===== src/rtl/uart_tx_peripheral.sv =====
// Purpose: memory-mapped 8N1 UART transmitter with a byte FIFO and status/control registers.
// Latency: a store into an empty FIFO while idle drives the start bit one clock later; reads are combinational.
// Backpressure: none toward the CPU; a store to a full FIFO is dropped and sets the sticky overflow flag.
module uart_tx_peripheral #(
   parameter logic [2:0] PERIPH_ID    = 3'd2,
   parameter int         CLKS_PER_BIT = 234,
   parameter int         FIFO_DEPTH   = 8
) (
   input  logic        clk,
   input  logic        rst,
   input  logic [31:0] addr,
   input  logic [31:0] data_in,
   input  logic        write_enable,
   output logic [31:0] data_out,
   output logic        tx,
   output logic        busy
);

   localparam int PW = $clog2(FIFO_DEPTH);
   localparam int CW = PW + 1;
   localparam int BW = (CLKS_PER_BIT > 2) ? $clog2(CLKS_PER_BIT) : 1;
   localparam logic [BW-1:0] BAUD_LAST = BW'(CLKS_PER_BIT - 1);
   localparam logic [CW-1:0] DEPTH_C   = CW'(FIFO_DEPTH);

   typedef enum logic [1:0] {S_IDLE, S_START, S_DATA, S_STOP} state_t;

   state_t          state_q, state_d;
   logic [BW-1:0]   baud_q, baud_d;
   logic [2:0]      bit_idx_q, bit_idx_d;
   logic [7:0]      shift_q, shift_d;
   logic            tx_q, tx_d;
   logic            busy_q, busy_d;
   logic [7:0]      mem_q [FIFO_DEPTH];
   logic [7:0]      mem_d [FIFO_DEPTH];
   logic [PW-1:0]   wr_ptr_q, wr_ptr_d, rd_ptr_q, rd_ptr_d;
   logic [CW-1:0]   count_q, count_d;
   logic            overflow_q, overflow_d;
   logic            enable_q, enable_d;

   logic            sel, wr_txdata, wr_status, wr_ctrl;
   logic            full, empty, push, pop, baud_end;
   logic [1:0]      offset;
   logic [31:0]     status_w;
   logic            unused_bits;

   // Bus decode; fullness comes from the pre-edge count so a same-cycle pop never rescues a store
   always_comb begin
      offset    = addr[3:2];
      sel       = (addr[31:29] == PERIPH_ID);
      wr_txdata = sel && write_enable && (offset == 2'd0);
      wr_status = sel && write_enable && (offset == 2'd1);
      wr_ctrl   = sel && write_enable && (offset == 2'd2);
      full      = (count_q == DEPTH_C);
      empty     = (count_q == '0);
      push      = wr_txdata && !full;
      pop       = (state_q == S_IDLE) && enable_q && !empty;
      baud_end  = (baud_q == BAUD_LAST);
   end

   assign unused_bits = ^{addr[28:4], addr[1:0], data_in[31:8]};

   // FIFO storage, pointers, occupancy and the overflow/enable registers
   always_comb begin
      mem_d      = mem_q;
      wr_ptr_d   = wr_ptr_q;
      rd_ptr_d   = rd_ptr_q;
      count_d    = count_q;
      overflow_d = overflow_q;
      enable_d   = enable_q;
      if (push) begin
         mem_d[wr_ptr_q] = data_in[7:0];
         wr_ptr_d        = wr_ptr_q + PW'(1);
      end
      if (pop) begin
         rd_ptr_d = rd_ptr_q + PW'(1);
      end
      if (push && !pop) begin
         count_d = count_q + CW'(1);
      end else if (!push && pop) begin
         count_d = count_q - CW'(1);
      end
      if (wr_status && data_in[3]) begin
         overflow_d = 1'b0;
      end
      if (wr_txdata && full) begin
         overflow_d = 1'b1;
      end
      if (wr_ctrl) begin
         enable_d = data_in[0];
      end
   end

   // Serialiser: every bit state lasts one full baud count; tx/busy follow next-state values
   always_comb begin
      state_d   = state_q;
      baud_d    = baud_q;
      bit_idx_d = bit_idx_q;
      shift_d   = shift_q;
      case (state_q)
         S_IDLE: begin
            if (pop) begin
               shift_d = mem_q[rd_ptr_q];
               baud_d  = '0;
               state_d = S_START;
            end
         end
         S_START: begin
            if (baud_end) begin
               baud_d    = '0;
               bit_idx_d = 3'd0;
               state_d   = S_DATA;
            end else begin
               baud_d = baud_q + BW'(1);
            end
         end
         S_DATA: begin
            if (baud_end) begin
               baud_d = '0;
               if (bit_idx_q == 3'd7) begin
                  state_d = S_STOP;
               end else begin
                  shift_d   = shift_q >> 1;
                  bit_idx_d = bit_idx_q + 3'd1;
               end
            end else begin
               baud_d = baud_q + BW'(1);
            end
         end
         default: begin
            if (baud_end) begin
               baud_d  = '0;
               state_d = S_IDLE;
            end else begin
               baud_d = baud_q + BW'(1);
            end
         end
      endcase
      case (state_d)
         S_START: tx_d = 1'b0;
         S_DATA:  tx_d = shift_d[0];
         default: tx_d = 1'b1;
      endcase
      busy_d = (state_d != S_IDLE) || (count_d != '0);
   end

   // Register read mux; reads have no side effects
   always_comb begin
      status_w           = '0;
      status_w[4 +: CW]  = count_q;
      status_w[3]        = overflow_q;
      status_w[2]        = (state_q != S_IDLE);
      status_w[1]        = empty;
      status_w[0]        = full;
      data_out           = '0;
      if (sel) begin
         case (offset)
            2'd1:    data_out = status_w;
            2'd2:    data_out = {31'b0, enable_q};
            default: data_out = '0;
         endcase
      end
   end

   // State registers; reset aborts any frame and parks the line high
   always_ff @(posedge clk or negedge rst) begin
      if (!rst) begin
         state_q    <= S_IDLE;
         baud_q     <= '0;
         bit_idx_q  <= '0;
         shift_q    <= '0;
         tx_q       <= 1'b1;
         busy_q     <= 1'b0;
         wr_ptr_q   <= '0;
         rd_ptr_q   <= '0;
         count_q    <= '0;
         overflow_q <= 1'b0;
         enable_q   <= 1'b1;
         for (int i = 0; i < FIFO_DEPTH; i++) begin
            mem_q[i] <= '0;
         end
      end else begin
         state_q    <= state_d;
         baud_q     <= baud_d;
         bit_idx_q  <= bit_idx_d;
         shift_q    <= shift_d;
         tx_q       <= tx_d;
         busy_q     <= busy_d;
         wr_ptr_q   <= wr_ptr_d;
         rd_ptr_q   <= rd_ptr_d;
         count_q    <= count_d;
         overflow_q <= overflow_d;
         enable_q   <= enable_d;
         mem_q      <= mem_d;
      end
   end

   assign tx   = tx_q;
   assign busy = busy_q;

endmodule


===== config.mk =====
export PLATFORM = sky130hd
export DESIGN_NAME = uart_tx_peripheral
export DESIGN_NICKNAME = d
export VERILOG_FILES = /design/src/rtl/uart_tx_peripheral.sv
export SDC_FILE = /design/constraint.sdc
export NUM_CORES = 1
export LEC_CHECK = 0
export CAP_MARGIN = 5
export CORE_MARGIN = 2
export CORE_UTILIZATION = 47
export DETAILED_ROUTE_END_ITERATION = 7
export HOLD_SLACK_MARGIN = 0.05
export PLACE_DENSITY = 0.77
export SETUP_SLACK_MARGIN = 0.4
export SLEW_MARGIN = 20
export SYNTH_ARGS = -nofsm -noshare
export SYNTH_HDL_FRONTEND = slang
export SYNTH_SLANG_ARGS = --single-unit

===== constraint.sdc =====
create_clock -name clk -period 2.19 [get_ports clk]
set_clock_uncertainty 0.05 [all_clocks]
set_input_delay 0.3285 -clock clk [delete_from_list [all_inputs] [get_ports clk]]
set_output_delay 0.3285 -clock clk [all_outputs]
set_load 0.01 [all_outputs]

# --- After elaboration in Yosys (flattened, before gate mapping) ---
# Cells that the tools add are included.
word_totals:
  regBits: 99
  latchBits: 0
  ram_bits: 0
  romBits: 0
  inputBits: 67
  out_inout_bits: 34
  word_cells: 103
  memories: 0
op_classes:
  addsub: 6
  n_mul: 0
  div: 0
  order_cmp: 3
  eq_ne: 14
  n_shift: 0
  muxes: 30
  n_bitwise: 2
  n_reduce_logical: 28
op_table:
  columns: ["cell", "n"]
  rows:
  - ["2-to-1 mux 8 bit", 9]
  - ["bitwise mux 64 bit", 1]
  - ["2-to-1 mux 32 bit", 1]
  - ["case mux 8 bit (2 select lines)", 2]
  - ["binary-select mux 8 bit (select 3 bit)", 1]
  - ["demux 8 bit (select 3 bit)", 1]
  - ["logical AND 1 bit", 12]
  - ["2-to-1 mux 2 bit", 5]
  - ["nonzero test 2 bit", 5]
  - ["adder 3 x 1 -> 3 bit, second input constant", 3]
  - ["2-to-1 mux 3 bit", 3]
  - ["adder 8 x 1 -> 8 bit, second input constant", 1]
  - ["equality test 8 bit, second input constant", 1]
  - [">= comparator 4 bit, second input constant", 2]
  - ["2-to-1 mux 4 bit", 2]
  - ["!= test 2 bit, second input constant", 4]
  - ["inverter 3 -> 4 bit", 2]
  - ["AND reduction 4 bit", 2]
  - ["equality test 2 x 1 -> 1 bit, second input constant", 3]
  - ["equality test 2 bit, second input constant", 3]
  - ["case mux 2 bit (3 select lines)", 1]
  - ["case mux 3 bit (2 select lines)", 1]
  - ["adder 4 x 1 -> 4 bit, second input constant", 1]
  - ["equality test 4 bit, second input constant", 1]
  - ["11 further kinds", 16]

# --- Depth between registers and ports, before layout ---
# Gate-level depths: netlist of run 1.
logic_depth:
  ltp_word: 10
  mapped_depth: 8
  depth_no_buf: 7

# --- Least setup slack after synthesis of run 1 ---
# OpenSTA, ideal clock, no wires.
synth_timing:
  path_kind: "register to register"
  from: "reg count_q[0]"
  to: "reg busy_q (netlist: busy)"
  setup_ps: 138
  arrival_time_ps: 2202
  t_required_ps: 2002
  path_slack_ps: -201
  stages_incl_launch_ff: 9
  path_buffers: 1
  period_less_slack_ps: 2391
  path_cell_list: "dfrtp_1 > inv_1 > ha_1 > or3b_4 > and2_1 > buf_6 > xnor2_4 > xnor2_1 > or4_1"
synth_between:
  elab_chain_cells: 9
  word_cells_on_any_way: 19
  classes_between: "add/sub: 2; eq/ne: 1; mux: 4; reduce/logical: 12"
synth_lines:
  columns: ["item", "line", "source"]
  rows:
  - ["from (decl)", "36", "logic [CW-1:0] count_q, count_d;"]
  - ["from (signal assigned)", "190", "count_q <= count_d;"]
  - ["equality test 4 bit", "53", "full = (count_q == DEPTH_C);"]
  - ["zero test 1 bit", "55", "push = wr_txdata && !full;"]
  - ["logical AND 1 bit", "55", null]
  - ["zero test 1 bit", "79", "end else if (!push && pop) begin"]
  - ["logical AND 1 bit", "79", null]
  - ["2-to-1 mux 4 bit", "79", null]
  - ["2-to-1 mux 4 bit *", "77", "if (push && !pop) begin"]
  - ["named net count_d[0]", "36", null]
  - ["nonzero test 4 bit *", "143", "busy_d = (state_d != S_IDLE) || (count_d != '0);"]
  - ["logical OR 1 bit *", "143", null]
  - ["named net busy_d", "32", "logic busy_q, busy_d;"]
  - ["to (signal assigned)", "187", "busy_q <= busy_d;"]
  - ["to (decl)", "32", null]
# The timed path passes the listed nets; every way through them passes the cells marked *.
# A chain may end at the register's enable or synchronous reset.

# --- Worst setup path in the final report of run 1 ---
layout_timing:
  from: "reg count_q[1]"
  to: "reg busy_q (netlist: busy)"
# Same word-level chain as after synthesis.

==> results of run 1 <==
==> final timing paths <==
kind / slack, ns / to / start
max in group asynchronous: 1.16 / mem_q[40]$_DFFE_PN0P_ / rst
min: 0.47 / mem_q[11]$_DFFE_PN0P_ / mem_q[11]$_DFFE_PN0P_
max reg2reg: -0.03 / busy$_DFF_PN0_ / count_q[1]$_DFF_PN0_
min in group asynchronous: 0.48 / bit_idx_q[2]$_DFFE_PN0P_ / rst
min reg2reg: 0.47 / mem_q[11]$_DFFE_PN0P_ / mem_q[11]$_DFFE_PN0P_
max: -0.03 / busy$_DFF_PN0_ / count_q[1]$_DFF_PN0_
==> critical path: cells and delay by family (launching register included) <==
family	cells	cell delay [ns]
and+or+nand+nor	3	1.11
DFF	1	0.41
xor gates and xnor gates	2	0.30
adders and majority gates	1	0.15
buffers and inverters	1	0.09
==> through the flow <==
| step | setup TNS, ns | util (%) | area (um^2) | hold WS, ns |
|---|---|---|---|---|
| 6_report | -0.0575 | 64.2 | 6870 | 0.466 |
| 5_1_grt | -0.134 | 64.2 | 6870 | 0.484 |
| 3_3_place_gp | -11.69 | 56.5 | 6050 | 0.365 |
| 2_1_floorplan | -0.0676 | - | 5460 | -0.0171 |
| 3_5_place_dp | -13.25 | 56.5 | 6050 | 0.374 |
| 4_1_cts | 0 | 62.0 | 6640 | 0.461 |
==> synth_stat cells (2+ instances only) <==
cell type	instances
inv_1	9
nor2_2	4
or4_1	2
mux2_2	51
ha_1	11
nor3b_1	2
or3b_1	2
dfstp_2	2
a32o_1	2
a21oi_1	3
mux2_1	16
nor3_2	3
dfrtp_1	97
clkbuf_1	7
and3_1	7
o21ai_0	21
nand3b_1	3
nand4b_1	2
buf_2	4
a21boi_0	2
nand2b_1	5
nor3_1	4
mux2i_1	11
buf_6	3
o211ai_1	2
nand3_1	5
o21ai_1	4
xnor2_1	6
a31oi_1	3
nand4_1	4
mux4_2	14
nor2_1	16
buf_4	24
nand2_1	29
a221o_1	6
a22oi_1	3
==> power by group through the flow <==
stage                     Combinational, mW  Sequential (mW)  Clock [mW]
after floorplan                        1.28             2.35           0
after global placement                 1.73             2.39           0
after detailed placement               1.81             2.41           0
after CTS                              2.10             2.39        1.31
after global routing                   2.58             2.45        1.38
final                                  2.41             2.42        1.30
==> timing repair <==
| action | in CTS | in global routing |
|---|---|---|
| buffers inserted | 15 | 16 |
| setup endpoints to repair | 97 | 91 |
| pin swaps | 12 | 19 |
| hold buffers | 1 | 0 |
| hold endpoints to repair | 97 | 0 |
| gates resized for setup | 118 | 41 |
| cloned | 1 | 0 |
==> registers in the layout, indices dropped and copies added (netlist names) <==
register / cells
state_q: 2
rd_ptr_q: 3
tx: 1
enable_q: 1
count_q: 4
overflow_q: 1
shift_q: 8
busy: 1
bit_idx_q: 3
wr_ptr_q: 3
mem_q: 64
baud_q: 8
==> layer usage <==
layer	global-route usage [%]	vias to the layer above	part of all wire (%)	routed length [um]
li1	-	1648	-	-
met1	29.4	1932	43	5540
met2	36.2	98	51	6530
met3	3.62	26	3.7	468
met4	6.78	0	2.0	255
met5	0	-	0	0
==> layout make-up <==
cell class / count / area share [%]
Sequential cell: 99 / 36.2
Timing Repair Buffer: 102 / 14.6
Multi-Input combinational cell: 287 / 42.9
Tap cell: 140 / 2.55
Clock inverter: 6 / 1.18
Inverter: 9 / 0.601
Clock buffer: 10 / 2.00
==> cells by family (layout without fill, tap and decap cells) <==
family                   after synthesis  after routing
flip-flops                            99             99
AND/OR/NAND/NOR                       99             99
multiplexers                          92             92
AO/OA/AOI/OAI                         53             53
buffers and inverters                 47            127
adder cells (fa/ha/maj)               12             12
XOR/XNOR                               7              7
other                                  1             24
==> impl_metrics.ini, run 1 <==
[setup_path]
cp-start-kind = register
arrival_ns = 2.42
slowest_delay_ns = 0.51
crit_required_ns = 2.39
cp_max_fo = 4
cp_cell_sequence = inv_2 > ha_4 > or3b_4 > and2_4 > xnor2_4 > xnor2_2 > or4_1
worst_path_max_delay_cell = or4_1
end_kind = register
criticalPathCategory = register to register
r2r_cells = 7

[cts]
cts.sinks = 99
clkTransAtPathRegs_ns = 0.10
tritoncts = built
cts_root_buf = clkbuf_8
clock_latency_ns = 0.37
clock_path_buffers = 2
cts.htree.levels = 3
cts_made_buffers = 9

[power]
clock_power_share_pct = 21.2
power.internal_mw = 3.99
worst_ir_drop_vdd_mv = 0.537
switching_share_pct = 34.8
total_power_mw = 6.12
p_leak_nw = 3.12
power_density_nw_per_um2 = 891
seq_power_share_pct = 39.5
combPwrFrac_pct = 39.3
switchingPower_mw = 2.13

[run_status]
violations = negative setup slack
status = finished, violations left

[timing]
relSlewSlack_pct = 56.5
setup_viol = 2
rsz0062_at_grt = yes
slew_violations = 0
fin_ws_ns = -0.0326
post-route-period-util_pct = 101
hold_viol = 0
fin_crit_ns = 2.22
tightestPinTransition_ns = 0.653
max_freq_mhz = 450

[synthesis]
syn_avg_cell_area_um2 = 12.4
synth-main-ff-cell = dfrtp_1
synth-adder-area-share_pct = 2.89
synth-async-reset-ratio_pct = 100
synthCells = 410
synthTopCellsByArea = dfrtp_1, mux2_2, mux4_2
synth-warning-count = 0
synth-seq-cells = 99
yosysUniqueCellTypes = 57
synth_mux_area_share_pct = 23.1
synthSimpleGateAreaFrac_pct = 11.1
syn_area_um2 = 5100
synth_compound_area_share_pct = 6.87
synth_edf_count = 0
synthXorXnorAreaFrac_pct = 1.57
synth_top_family_by_area = multiplexers
yosysTopAreaCell = dfrtp_1
synth_top_area_share_pct = 47.6
synth_seq_area_share_pct = 48.6

[grt]
antenna_found_initial = 0
grt_pass1_vias = 3795
grt-ovfl-total = 0
grt_start_max_net_pins = 100
grtUsageTotal_pct = 21.8
grt_pass1_wl_mm = 19.9

[placed_design]
gp_congestion = 0.819
pre_cts_ws_ns = -0.370
dp_hpwl_mm = 7.36
dpl.cell_count = 604
io_buffers = 25

[layout]
multi_input_area_um2 = 2950
drive_above_1_share_pct = 49.1
diodes = 0
nNetsFinal = 586
final.fill_count = 764
seq_area_um2 = 2480
area_growth_syn_to_layout_pct = 34.6
layout_common_cells = dfrtp_1, mux2_4, buf_4, conb_1, nand2_1
final_common_cell = dfrtp_1
final_cell_count_no_fill = 653

[drt]
drt_wl_total_mm = 12.8
wire_per_inst_um = 19.6
ant_nets = 0
drc = 0
drtIter0Drc = 175
vias_per_cell = 5.67
firstDrtPassIters = 4
vias = 3704

[floorplan]
die_x_um = 108
die-area_um2 = 11700
row_count = 38
ioPinCount = 101
die_h_um = 108
coreArea_um2 = 10700
initial_core_util_pct = 47.7

[min_path]
holdPathStages = 1
hold_class = register to register

[run]
drv_cap = 0
Note: power is estimated with default switching activity, not from simulation.
==> run 2, diff against run 1 <==
- CORE_MARGIN: 2 -> 4
==> impl_metrics.ini, run 2 (synthesis results as in run 1) <==
[layout]
final_cell_count_no_fill = 653
layout_common_cells = dfrtp_1, mux2_4, buf_4, conb_1, nand2_1
final.fill_count = 766
diodes = 0
drive_above_1_share_pct = 48.4
area_growth_syn_to_layout_pct = 34.5
top_regs = mem_q x64, baud_q x8, shift_q x8
regMostFlops = mem_q
final_util_pct = 65.6
fin_area_um2 = 6860
final_common_cell = dfrtp_1
largest_reg_flops = 64
nNetsFinal = 590

[timing]
rsz0062_at_grt = yes
fin_crit_ns = 2.21
max_freq_mhz = 453
setup_viol = 1
tightestPinTransition_ns = 0.589
whs_ns = 0.419
setup-tns-final_ns = -0.0167
hold_viol = 0
fin_ws_ns = -0.0167
relSlewSlack_pct = 60.7
slew_violations = 0
post-route-period-util_pct = 101

[floorplan]
die_h_um = 112
ioPinCount = 101
row_count = 37
die_x_um = 112
coreArea_um2 = 10500
die-area_um2 = 12600
initial_core_util_pct = 48.8

[setup_path]
slowest_delay_ns = 0.57
cp_max_fo = 3
criticalPathCategory = register to register
r2r_setup_slack_ns = -0.02
critPathTopFamily = simple AND/OR/NAND/NOR gates
crit_required_ns = 2.38
cp_cell_sequence = or3b_4 > and4_4 > and2b_1 > o31a_1 > or4_1
worst_path_max_delay_cell = dfstp_2
r2r_cells = 5
r2r_start = enable_q$_DFFE_PN1P_
crit_buf_inv = 0
worstReg2RegEnd = busy$_DFF_PN0_
end_kind = register
critPathLaunch = enable_q$_DFFE_PN1P_
cp-start-kind = register
arrival_ns = 2.40

[drt]
vias = 3633
firstDrtPassIters = 4
drc = 0
ant_nets = 0
wire_per_inst_um = 19.2
drt_wl_total_mm = 12.5
vias_per_cell = 5.56
drtIter0Drc = 166

[placed_design]
dp_hpwl_mm = 7.42
placed_area_um2 = 6050
gp_congestion = 0.845
dpl.cell_count = 603
io_buffers = 25
pre_cts_ws_ns = -0.307

[grt]
grt_pass1_wl_mm = 19.3
grt-ovfl-total = 0
antenna_found_initial = 0
grt_start_max_net_pins = 39
grtUsageTotal_pct = 19.1
grt_pass1_vias = 3706

[run_status]
violations = negative setup slack
status = finished, violations left

[power]
clock_power_share_pct = 22.0
p_leak_nw = 3.15
switching_share_pct = 33.1
total_power_mw = 6.05
switchingPower_mw = 2.00
seq_power_share_pct = 40.1
power.internal_mw = 4.05
combPwrFrac_pct = 37.9
worst_ir_drop_vdd_mv = 0.666
power_density_nw_per_um2 = 882

[cts]
clkTransAtPathRegs_ns = 0.10
cts_root_buf = clkbuf_8
cts.sinks = 99
cts_made_buffers = 9
clock_path_buffers = 2
clock_latency_ns = 0.36
cts.htree.levels = 3
tritoncts = built

[run]
drv_cap = 0

[min_path]
hold_class = input pin to async pin
[run 2: cell count changes in the layout (fill, tap and decap cells not counted), moves of 2 or more]
| cell | before | now |
|---|---|---|
| a22oi_1 | 1 | 3 |
| a22oi_2 | 2 | 0 |
| buf_2 | 7 | 5 |
| buf_4 | 45 | 54 |
| clkinv_4 | 2 | 0 |
| ha_1 | 6 | 8 |
| inv_6 | 0 | 2 |
| inv_8 | 3 | 0 |
| o21ai_1 | 10 | 8 |
[run 2: final cells by class]
cell class	instances	area (um^2)	share of cell area (%)
clock buffers	11	141	2.06
clock inverters	5	82.6	1.20
inverters	9	41.3	0.602
multi-input cells	287	2930	42.7
flip-flops and latches	99	2480	36.2
well taps	136	170	2.48
repair buffers	106	1010	14.8
[run 2: worst max path at each step]
stage | slack, ns | depth (start not counted) | to
2_1_floorplan | -0.07 | 8 | busy$_DFF_PN0_
3_3_place_gp | -0.31 | 8 | busy$_DFF_PN0_
3_5_place_dp | -0.31 | 8 | mem_q[40]$_DFFE_PN0P_
4_1_cts | 0.007 | 8 | busy$_DFF_PN0_
5_1_grt | -0.08 | 8 | busy$_DFF_PN0_
6_report | -0.02 | 5 | busy$_DFF_PN0_
[run 2: worst register-to-register path, cell delays in order (launching register included)]
cell	delay [ns]
dfstp_2	0.57
or3b_4	0.40
and4_4	0.19
and2b_1	0.15
o31a_1	0.25
or4_1	0.48
[run 2: what timing repair did]
action	CTS	global route
gates resized for setup	92	55
hold endpoints to repair	33	0
pin swaps	14	24
buffers inserted	15	17
gates cloned	1	0
hold buffers	1	0
endpoints found under the setup margin	100	95
[run 2: metal layers]
metal,track usage [%],share of wire (%)
met5,0,0
met4,6.17,2.1
met3,4.20,4.3
met2,32.2,51
met1,24.4,42
[run 2: power by group through the flow]
stage / sequential, mW / combinational (mW) / clock, mW
after floorplan: 2.35 / 1.28 / 0
after global placement: 2.42 / 1.70 / 0
after detailed placement: 2.44 / 1.76 / 0
after CTS: 2.41 / 2.00 / 1.36
after global routing: 2.47 / 2.47 / 1.45
final: 2.42 / 2.29 / 1.33
==> run 3, diff against run 2 <==
- ABC_CLOCK_PERIOD_IN_PS: unset -> 2190
==> results of run 3 <==
No change in the layout: final DEF, timing and power equal those of run 2.
